File: src/rtl/maze_pkg.sv
`default_nettype none
// ============================================================================
//  Module      : maze_pkg
//  Description : Shared types and constants for the maze run controller and
//                its result buffer.
//  Revision    : 1.0 - initial release
// ============================================================================
package maze_pkg;

    // Controller job phases
    typedef enum logic [1:0] {
        LOAD  = 2'd0,
        CHECK = 2'd1,
        RUN   = 2'd2,
        DRAIN = 2'd3
    } state_t;

    // Result status codes
    localparam logic [1:0] ST_OK       = 2'd0;
    localparam logic [1:0] ST_TIMEOUT  = 2'd1;
    localparam logic [1:0] ST_NO_ENTRY = 2'd2;

    // Default geometry
    localparam int MAZE_SIZE = 9;
    localparam int MAZE_N    = 4;

    // Width of a row index; never collapses to zero bits
    function automatic int idx_width(input int size);
        return (size > 1) ? $clog2(size) : 1;
    endfunction

endpackage
`default_nettype wire

File: src/rtl/maze_result_buffer.sv
`default_nettype none
// ============================================================================
//  Module      : maze_result_buffer
//  Description : Snapshot of the escaper visited-cell map, serialized out one
//                row per accepted result beat.
//  Revision    : 1.0 - initial release
// ============================================================================
module maze_result_buffer
    import maze_pkg::*;
#(
    parameter int SIZE = MAZE_SIZE
) (
    input  logic                   clk,
    input  logic                   rst,
    input  logic                   capture,
    input  logic                   clear,
    input  logic [SIZE*SIZE-1:0]   path,
    input  logic                   active,
    input  logic                   advance,
    output logic [SIZE-1:0]        res_row,
    output logic                   res_last
);

    localparam int              c_IW       = idx_width(SIZE);
    localparam logic [c_IW-1:0] c_LAST_ROW = c_IW'(SIZE - 1);

    logic [SIZE*SIZE-1:0] r_snap;
    logic [c_IW-1:0]      r_idx;

    // Snapshot register: clear wins so an aborted job never shows a stale path
    always_ff @(posedge clk or negedge rst) begin
        if (!rst) begin
            r_snap <= '0;
        end else if (clear) begin
            r_snap <= '0;
        end else if (capture) begin
            r_snap <= path;
        end
    end

    // Output row counter: steps on each accepted beat and wraps after the last row
    always_ff @(posedge clk or negedge rst) begin
        if (!rst) begin
            r_idx <= '0;
        end else if (active && advance) begin
            r_idx <= (r_idx == c_LAST_ROW) ? '0 : r_idx + 1'b1;
        end
    end

    // Row data is only presented while draining; quiet zero otherwise
    assign res_row  = active ? r_snap[r_idx*SIZE +: SIZE] : '0;
    assign res_last = active && (r_idx == c_LAST_ROW);

endmodule
`default_nettype wire

File: src/rtl/maze_run_ctrl.sv
`default_nettype none
// ============================================================================
//  Module      : maze_run_ctrl
//  Description : Job controller for the maze escaper: loads a maze row by row,
//                checks entry/exit rows, supervises the escaper run against a
//                cycle budget and streams back the visited path with status.
//  Revision    : 1.0 - initial release
// ============================================================================
module maze_run_ctrl
    import maze_pkg::*;
#(
    parameter int SIZE    = MAZE_SIZE,
    parameter int N       = MAZE_N,
    parameter int TIMEOUT = 1024,
    parameter int CW      = $clog2(TIMEOUT + 1)
) (
    input  logic                   clk,
    input  logic                   rst,
    input  logic                   row_valid,
    output logic                   row_ready,
    input  logic [SIZE-1:0]        row_data,
    output logic                   esc_rst,
    output logic [SIZE*SIZE-1:0]   esc_maze,
    input  logic                   esc_done,
    input  logic [SIZE*SIZE-1:0]   esc_path,
    output logic                   res_valid,
    input  logic                   res_ready,
    output logic [SIZE-1:0]        res_row,
    output logic                   res_last,
    output logic [1:0]             res_status,
    output logic [CW-1:0]          res_cycles,
    output logic                   busy
);

    localparam int              c_IW        = idx_width(SIZE);
    localparam logic [c_IW-1:0] c_LAST_ROW  = c_IW'(SIZE - 1);
    localparam logic [CW-1:0]   c_CNT_LAST  = CW'(TIMEOUT - 1);
    localparam logic [CW-1:0]   c_CNT_LIMIT = CW'(TIMEOUT);

    // The escaper coordinates must be able to address every cell
    generate
        if ((1 << N) < SIZE) begin : g_bad_coord_width
            $error("maze_run_ctrl: N too small for SIZE");
        end
    endgenerate

    state_t               r_state;
    state_t               w_state_nxt;
    logic [c_IW-1:0]      r_row_idx;
    logic [SIZE*SIZE-1:0] r_maze;
    logic [CW-1:0]        r_cnt;
    logic [1:0]           r_status;
    logic [CW-1:0]        r_cycles;
    logic                 w_load_hs;
    logic                 w_entry_ok;
    logic                 w_run_end;
    logic                 w_capture;
    logic                 w_clear;

    assign w_load_hs  = (r_state == LOAD) && row_valid;
    // Entry and exit rows each need at least one open cell
    assign w_entry_ok = ~&r_maze[SIZE-1:0] && ~&r_maze[SIZE*SIZE-1 -: SIZE];
    assign w_run_end  = esc_done || (r_cnt == c_CNT_LAST);
    assign w_capture  = (r_state == RUN) && w_run_end;
    assign w_clear    = (r_state == CHECK) && !w_entry_ok;

    // State register
    always_ff @(posedge clk or negedge rst) begin
        if (!rst) begin
            r_state <= LOAD;
        end else begin
            r_state <= w_state_nxt;
        end
    end

    // Next-state and state-decoded outputs (outputs never depend on inputs)
    always_comb begin
        w_state_nxt = r_state;
        row_ready   = 1'b0;
        esc_rst     = 1'b1;
        busy        = 1'b0;
        unique case (r_state)
            LOAD: begin
                row_ready = 1'b1;
                if (row_valid && (r_row_idx == c_LAST_ROW)) begin
                    w_state_nxt = CHECK;
                end
            end
            CHECK: begin
                busy        = 1'b1;
                w_state_nxt = w_entry_ok ? RUN : DRAIN;
            end
            RUN: begin
                busy    = 1'b1;
                esc_rst = 1'b0;
                if (w_run_end) begin
                    w_state_nxt = DRAIN;
                end
            end
            DRAIN: begin
                busy = 1'b1;
                if (res_ready && res_last) begin
                    w_state_nxt = LOAD;
                end
            end
            default: w_state_nxt = LOAD;
        endcase
    end

    // Maze buffer and load row index; buffer only changes while loading
    always_ff @(posedge clk or negedge rst) begin
        if (!rst) begin
            r_row_idx <= '0;
            r_maze    <= '1;
        end else if (w_load_hs) begin
            r_maze[r_row_idx*SIZE +: SIZE] <= row_data;
            r_row_idx <= (r_row_idx == c_LAST_ROW) ? '0 : r_row_idx + 1'b1;
        end
    end

    // Run cycle counter: cleared on the check cycle, counts every RUN cycle
    always_ff @(posedge clk or negedge rst) begin
        if (!rst) begin
            r_cnt <= '0;
        end else if (r_state == CHECK) begin
            r_cnt <= '0;
        end else if (r_state == RUN) begin
            r_cnt <= r_cnt + 1'b1;
        end
    end

    // Result status/cycles: set when the job outcome is decided, held otherwise
    always_ff @(posedge clk or negedge rst) begin
        if (!rst) begin
            r_status <= ST_OK;
            r_cycles <= '0;
        end else if (w_clear) begin
            r_status <= ST_NO_ENTRY;
            r_cycles <= '0;
        end else if (w_capture) begin
            if (esc_done) begin
                r_status <= ST_OK;
                r_cycles <= r_cnt;
            end else begin
                r_status <= ST_TIMEOUT;
                r_cycles <= c_CNT_LIMIT;
            end
        end
    end

    maze_result_buffer #(
        .SIZE (SIZE)
    ) u_result_buffer (
        .clk      (clk),
        .rst      (rst),
        .capture  (w_capture),
        .clear    (w_clear),
        .path     (esc_path),
        .active   (res_valid),
        .advance  (res_ready),
        .res_row  (res_row),
        .res_last (res_last)
    );

    assign esc_maze   = r_maze;
    assign res_valid  = (r_state == DRAIN);
    assign res_status = r_status;
    assign res_cycles = r_cycles;

endmodule
`default_nettype wire

File: config.mk
export PLATFORM = sky130hd
export DESIGN_NAME = maze_run_ctrl
export DESIGN_NICKNAME = d
export VERILOG_FILES = /design/src/rtl/maze_pkg.sv /design/src/rtl/maze_result_buffer.sv /design/src/rtl/maze_run_ctrl.sv
export SDC_FILE = /design/constraint.sdc
export NUM_CORES = 1
export LEC_CHECK = 0
export BUFFER_PORTS_ARGS = -buffer_cell sky130_fd_sc_hd__buf_2
export CORE_ASPECT_RATIO = 0.5
export CORE_MARGIN = 4
export CORE_UTILIZATION = 31
export DETAILED_ROUTE_END_ITERATION = 12
export RECOVER_POWER = 25
export SETUP_SLACK_MARGIN = 0.2
export SLEW_MARGIN = 20
export SYNTH_ARGS = -nofsm -noshare
export SYNTH_HDL_FRONTEND = slang
export SYNTH_SLANG_ARGS = --single-unit
File: constraint.sdc
create_clock -name clk -period 2.5 [get_ports clk]
set_input_delay 0.25 -clock clk [delete_from_list [all_inputs] [get_ports clk]]
set_output_delay 0.25 -clock clk [all_outputs]
set_load 0.05 [all_outputs]
Word-level counts from Yosys, hierarchy flattened
Cells that the tools add are included.
{"block": "word_totals", "wordCells": 67, "inputBits": 95, "ff_bits": 196}
{"block": "op_classes", "n_eq_ne": 9, "mul": 2, "mux": 22, "addsub": 4, "n_shift": 3, "n_reduce_logical": 19}
{"op": "81-bit two-way mux", "n": 2}
{"op": "81-bit bitwise mux", "n": 1}
{"op": "9-bit by 34-bit variable shift with 81-bit output, first input constant", "n": 1}
{"op": "81-bit by 9-bit indexed part select with 9-bit output", "n": 1}
{"op": "9-bit by 34-bit indexed part select with 81-bit output", "n": 1}
{"op": "11-bit two-way mux", "n": 5}
{"op": "8-bit negator with 34-bit output", "n": 1}
{"op": "9-bit AND reduction", "n": 2}
{"op": "4-bit by 4-bit multiplier with 8-bit output, second input constant", "n": 2}
{"op": "11-bit by 1-bit adder with 11-bit output, second input constant", "n": 1}
{"op": "11-bit by 10-bit == test with 1-bit output, second input constant", "n": 1}
{"op": "2-bit two-way mux", "n": 5}
{"op": "9-bit two-way mux", "n": 1}
{"op": "4-bit by 1-bit adder with 4-bit output, second input constant", "n": 2}
{"op": "4-bit == test, second input constant", "n": 2}
{"op": "1-bit logical AND", "n": 8}
{"op": "4-bit two-way mux", "n": 2}
{"op": "2-bit one-hot mux with 4 select lines", "n": 1}
{"op": "1-bit two-way mux", "n": 5}
{"op": "2-bit == test, second input constant", "n": 2}
{"op": "2-bit inequality test, second input constant", "n": 2}
{"op": "2-bit nonzero test", "n": 2}
{"op": "1-bit zero test", "n": 3}
{"op": "3-bit AND reduction", "n": 1}
{"op": "5 further kinds", "n": 5}

Depth between registers and ports, before layout
{"block": "depth", "depth_word": 6, "mapped_depth": 8}

Modules after synthesis
A second synthesis with hierarchy kept.
{"block": "hier_totals", "cells_unflattened": 752, "area_unflattened_um2": 9251.4}
{"mod": "maze_run_ctrl", "cells_each": 389, "n_inst": 1, "area_per_inst_um2": 5018.6, "seq_area_each_um2": 2879.0}
{"mod": "maze_result_buffer", "cells_each": 363, "n_inst": 1, "area_per_inst_um2": 4232.8, "seq_area_each_um2": 2127.0}

Least setup slack after synthesis
No wires, ideal clock.
{"block": "synth_path", "kind": "register to register", "start": "register r_state[0]", "end": "register r_maze[0] (netlist: esc_maze[0])", "slack_ns": -0.228, "path_stages_with_launch": 7, "t_required_ns": 2.418, "period_less_slack_ns": 2.728, "arrival_time_ns": 2.646, "path_buffers": 0, "cell_sequence": "dfrtp_1 > inv_1 > ha_1 > nand2_4 > or4b_4 > nor4_4 > mux2_4"}
{"block": "synth_between", "elab_chain_cells": 2}
{"element": "start: declaration", "line": "maze_run_ctrl.sv:47", "rtl": "state_t r_state;"}
{"element": "start signal: assignment", "line": "maze_run_ctrl.sv:72", "rtl": "r_state <= w_state_nxt;"}
{"element": "2-bit zero test", "line": "maze_run_ctrl.sv:60", "rtl": "assign w_load_hs = (r_state == LOAD) && row_valid;"}
{"element": "1-bit logical AND", "line": "maze_run_ctrl.sv:60"}
{"element": "end signal: indexed assignment", "line": "maze_run_ctrl.sv:116", "rtl": "r_maze[r_row_idx*SIZE +: SIZE] <= row_data;"}
{"element": "end: declaration", "line": "maze_run_ctrl.sv:50", "rtl": "logic [SIZE*SIZE-1:0] r_maze;"}
No other way between the ends.
A chain may end at the register's enable or synchronous reset.

Worst setup path in the final report
{"block": "layout_path", "start": "register u_result_buffer.r_idx[0]", "end": "output port res_row[1]"}
{"block": "layout_between", "elab_chain_cells": 3}
{"element": "start: declaration", "line": "maze_result_buffer.sv:28", "rtl": "logic [c_IW-1:0] r_idx;"}
{"element": "start signal: assignment", "line": "maze_result_buffer.sv:46", "rtl": "r_idx <= (r_idx == c_LAST_ROW) ? '0 : r_idx + 1'b1;"}
{"element": "4-bit by 4-bit multiplier with 8-bit output", "line": "maze_result_buffer.sv:51", "rtl": "assign res_row = active ? r_snap[r_idx*SIZE +: SIZE] : '0;"}
{"element": "81-bit by 9-bit indexed part select with 9-bit output", "line": "maze_result_buffer.sv:51"}
{"element": "9-bit two-way mux", "line": "maze_result_buffer.sv:51"}
{"element": "end: declaration", "line": "maze_run_ctrl.sv:28", "rtl": "output logic [SIZE-1:0] res_row,"}
No other way between the ends.

==> results.py <==
metrics = {
    "layout": {
        "finalCoreUtilization": 0.400,
        "antenna_cells": 0,
        "area_overhead_vs_synth_pct": 26.9,
        "fillCellCount": 2841,
        "layout.nets": 1137,
        "drive_above_1_share": 0.469,
    },
    "worst_hold_path": {
        "terminating_pin_of_the_worst_hold_path": "u_result_buffer.r_snap[72]",
        "worstHoldPathCells": 3,
        "hold_path.class": "primary input to flip-flop",
        "hold_path_startpoint": "esc_path[72]",
    },
    "setup_path": {
        "path_delay_family": "multiplexers",
        "critPathRequiredTime_ns": 2.25,
        "regToRegEndpoint": "esc_maze[6]",
        "timing.critical_path.fanout_max": 12,
        "kind_of_end_point_of_the_critical_path": "output port",
        "worst_r2r_path_depth": 6,
        "setup.reg_to_reg.worst_slack_ns": 0.27,
        "critical_path.n_buffers_inverters": 2,
        "critical_path.max_stage_delay_ns": 0.57,
        "timing.critical_path.slowest_stage_cell": "mux4_2",
        "r2r_start": "r_row_idx[0]",
        "startpoint_type": "flip-flop",
        "critical_path_arrival_ns": 2.11,
        "timing_worst_setup_path_type": "flip-flop to output port",
        "worstPathCellList": "buf_12 > mux4_2 > mux2i_4 > o21ai_0 > buf_4",
    },
    "sta": {
        "min_period_over_period": 0.943,
        "rsz0062_at_grt": "yes",
        "finalCriticalPeriod_ns": 2.36,
        "worst_slew_pin_slew_ns": 1.82,
        "worst_hold_slack_ns": 0.0396,
        "max-slew-margin-rel": -0.214,
        "timing.final.max_slew_violations": 74,
        "finalHoldViolCount": 0,
        "setup_violations": 0,
        "worst_clock_skew_ns": 0.0119,
        "timing.fmax_mhz": 424,
    },
    "placement": {
        "dpl.hpwl_um": 18400,
        "globalplace.congestion": 0.814,
        "place.port_buffers": 202,
    },
    "grt": {
        "number_of_antenna_violations_at_the_first_check_in_global_routing": 0,
        "grt_overflow": 0,
        "grt_pass1_vias": 7100,
        "grt_first_pass_wirelength_um": 39900,
        "gr-usage-all-layers": 0.157,
        "grt_start_max_net_pins": 96,
    },
    "pwr": {
        "power.share.combinational": 0.495,
        "powerDensity_mw_per_mm2": 1410,
        "ir_worst_vdd_mv": 0.811,
        "switchingPower_mw": 7.20,
        "proportion_of_power_drawn_by_flip_flops_and_latches": 0.351,
        "intPower_mw": 9.19,
        "swShare": 0.439,
        "static_leakage_nw": 5.34,
        "power.clock.fraction": 0.154,
        "total_power_consumption_of_the_routed_design_mw": 16.4,
    },
    "synth": {
        "synth_top_area_cell": "dfrtp_1",
        "post-synth-top-area-fraction": 0.314,
        "list_of_most_frequent_post_synthesis_cells": "nand2_1, dfrtp_1, a21oi_1",
        "yosys.cell_count.top_type": "nand2_1",
        "ys_warn_count": 0,
        "postSynthRegisterBits": 196,
        "synthesis.nets": 924,
        "ys_dominant_reg_cell": "dfrtp_1",
        "synth.area.top_cells": "dfrtp_1, dfstp_2, mux2_2",
        "number_of_enable_type_register_cells_in_the_synthesized_netlist": 0,
        "synth_async_sr_flop_share": 1.00,
        "synth_seq_area_share": 0.547,
        "postSynthAreaPerCell_sq_um": 11.2,
        "synthesis.area_sq_mm": 0.00916,
        "yosysUniqueCellTypes": 52,
        "cell_count_after_synthesis": 815,
    },
    "flow_run": {
        "drv_cap": 1,
    },
    "routing": {
        "vias_per_cell": 4.82,
        "post_drt_wl_per_cell_um": 18.1,
        "wirelength_um": 25900,
        "drt_drc_violations_left": 0,
        "drtAntennaViolNets": 0,
        "drt_iter0_markers": 367,
        "total_number_of_vias": 6898,
        "first_pass_iters": 5,
    },
    "floorplanning": {
        "fp.coreArea_sq_mm": 0.0291,
        "row_count": 44,
        "num_io_pins": 203,
        "vert_die_dim_um": 130,
        "floorplan.die_area_sq_mm": 0.0325,
        "initial_core_util": 0.315,
        "fp.dieW_um": 251,
    },
    "clock_network": {
        "clock_insertion_delay_worst_skew_ns": 0.44,
        "tritoncts": "built",
        "cts.reportedPaths.clkPinSlew_ns": 0.07,
        "clk_path_buf_depth": 2,
        "clk_sinks": 196,
        "ctsRootBufferMaster": "clkbuf_16",
        "tritoncts.num_buffers": 17,
        "cts_htree_levels": 4,
    },
    "run_status": {
        "failed_checks": "capacitance limit, slew limit",
        "run_status": "complete, but fails checks",
    },
}
## cell usage in the layout (no fill, tap or decap), drive strengths merged, types with 2 or more instances in the layout
cell type and instances:
a211oi 2, a21o 5, a21oi 83, a22oi 11, and2 22, and3 5
and4b 2, buf 236, clkbuf 26, clkinv 5, clkinvlp 2, dfrtp 115
dfstp 81, ha 14, inv 19, mux2 85, mux2i 13, mux4 18
nand2 193, nand3 6, nand3b 3, nand4 6, nand4b 3, nor2 22
nor2b 4, nor3 5, nor3b 4, nor4 5, nor4b 3, o21ai 16
o22ai 8, o31a 4, o31ai 2
## cells by family after synthesis
family                     count (synthesis)  share of synthesized area
DFF                                      196                      0.547
adders and majority gates                 14                     0.0191
and+or+nand+nor                          288                      0.152
AOI/OAI and AO/OA                        136                     0.0853
xor gates and xnor gates                   1                    0.00178
buffers and inverters                     64                     0.0286
muxes                                    116                      0.167
## worst max-delay path by stage
| stage | start | endpoint | depth (start not counted) |
|---|---|---|---|
| 2_1_floorplan | r_state[1] | res_row[0] | 3 |
| 3_3_place_gp | r_row_idx[1] | esc_maze[18] | 6 |
| 3_5_place_dp | r_row_idx[1] | esc_maze[23] | 6 |
| 4_1_cts | u_result_buffer.r_idx[0] | res_row[1] | 5 |
| 5_1_grt | u_result_buffer.r_idx[0] | res_row[0] | 6 |
| 6_report | u_result_buffer.r_idx[0] | res_row[1] | 5 |
## per-stage QoR
step	setup slack, ns	area (sq um)	cells	TNS (ns)
floorplan	-0.115	9240	815	-0.460
global placement	0.207	10900	1390	0
detailed placement	0.176	10900	1390	0
CTS	0.104	11600	1426	0
global route	0.0648	11600	1431	0
finish	0.142	11600	1431	0
## worst min-delay path: stages
cell	delay, ns
buf_2	0.10
nand2_1	0.05
a21oi_1	0.05
## metal layers
layer,routed length [um],GRT usage,up-vias
li1,-,-,3246
met1,11800,0.208,3495
met2,12900,0.266,137
met3,940,0.0343,20
met4,304,0.0417,0
met5,0,0,-
## power by group through the flow
stage	Clock [mW]	Sequential (mW)	Combinational (mW)
2_1_floorplan	0	7.48	3.99
3_3_place_gp	0	5.72	7.73
3_5_place_dp	0	5.79	7.86
4_1_cts	2.63	5.75	8.14
5_1_grt	2.76	5.91	8.69
6_report	2.53	5.75	8.12
## timing repair
item                                   4_1_cts  5_1_grt
buffers inserted                             3        4
hold buffers                                 1        0
gates resized for setup                     23       14
endpoints found under the hold margin       37        0
cloned                                       1        1
setup endpoints to repair                   32      102
pin swaps                                    0        1
## flip-flops by register name (all words and copies together), names as in the netlist
| register | count |
|---|---|
| res_status | 2 |
| r_row_idx | 4 |
| u_result_buffer.r_snap | 81 |
| u_result_buffer.r_idx | 4 |
| res_cycles | 11 |
| r_cnt | 11 |
| esc_maze | 81 |
| r_state | 2 |
## area by class of cell
cell class	instances	area, sq um	share of cell area
flip-flops and latches	196	5010	0.431
multi-input cells	555	4050	0.348
repair buffers	239	1470	0.126
well taps	391	489	0.0421
clock buffers	24	482	0.0415
inverters	19	76.3	0.00657
clock inverters	7	51.3	0.00442
No activity file was read; power rests on OpenSTA's default activity.
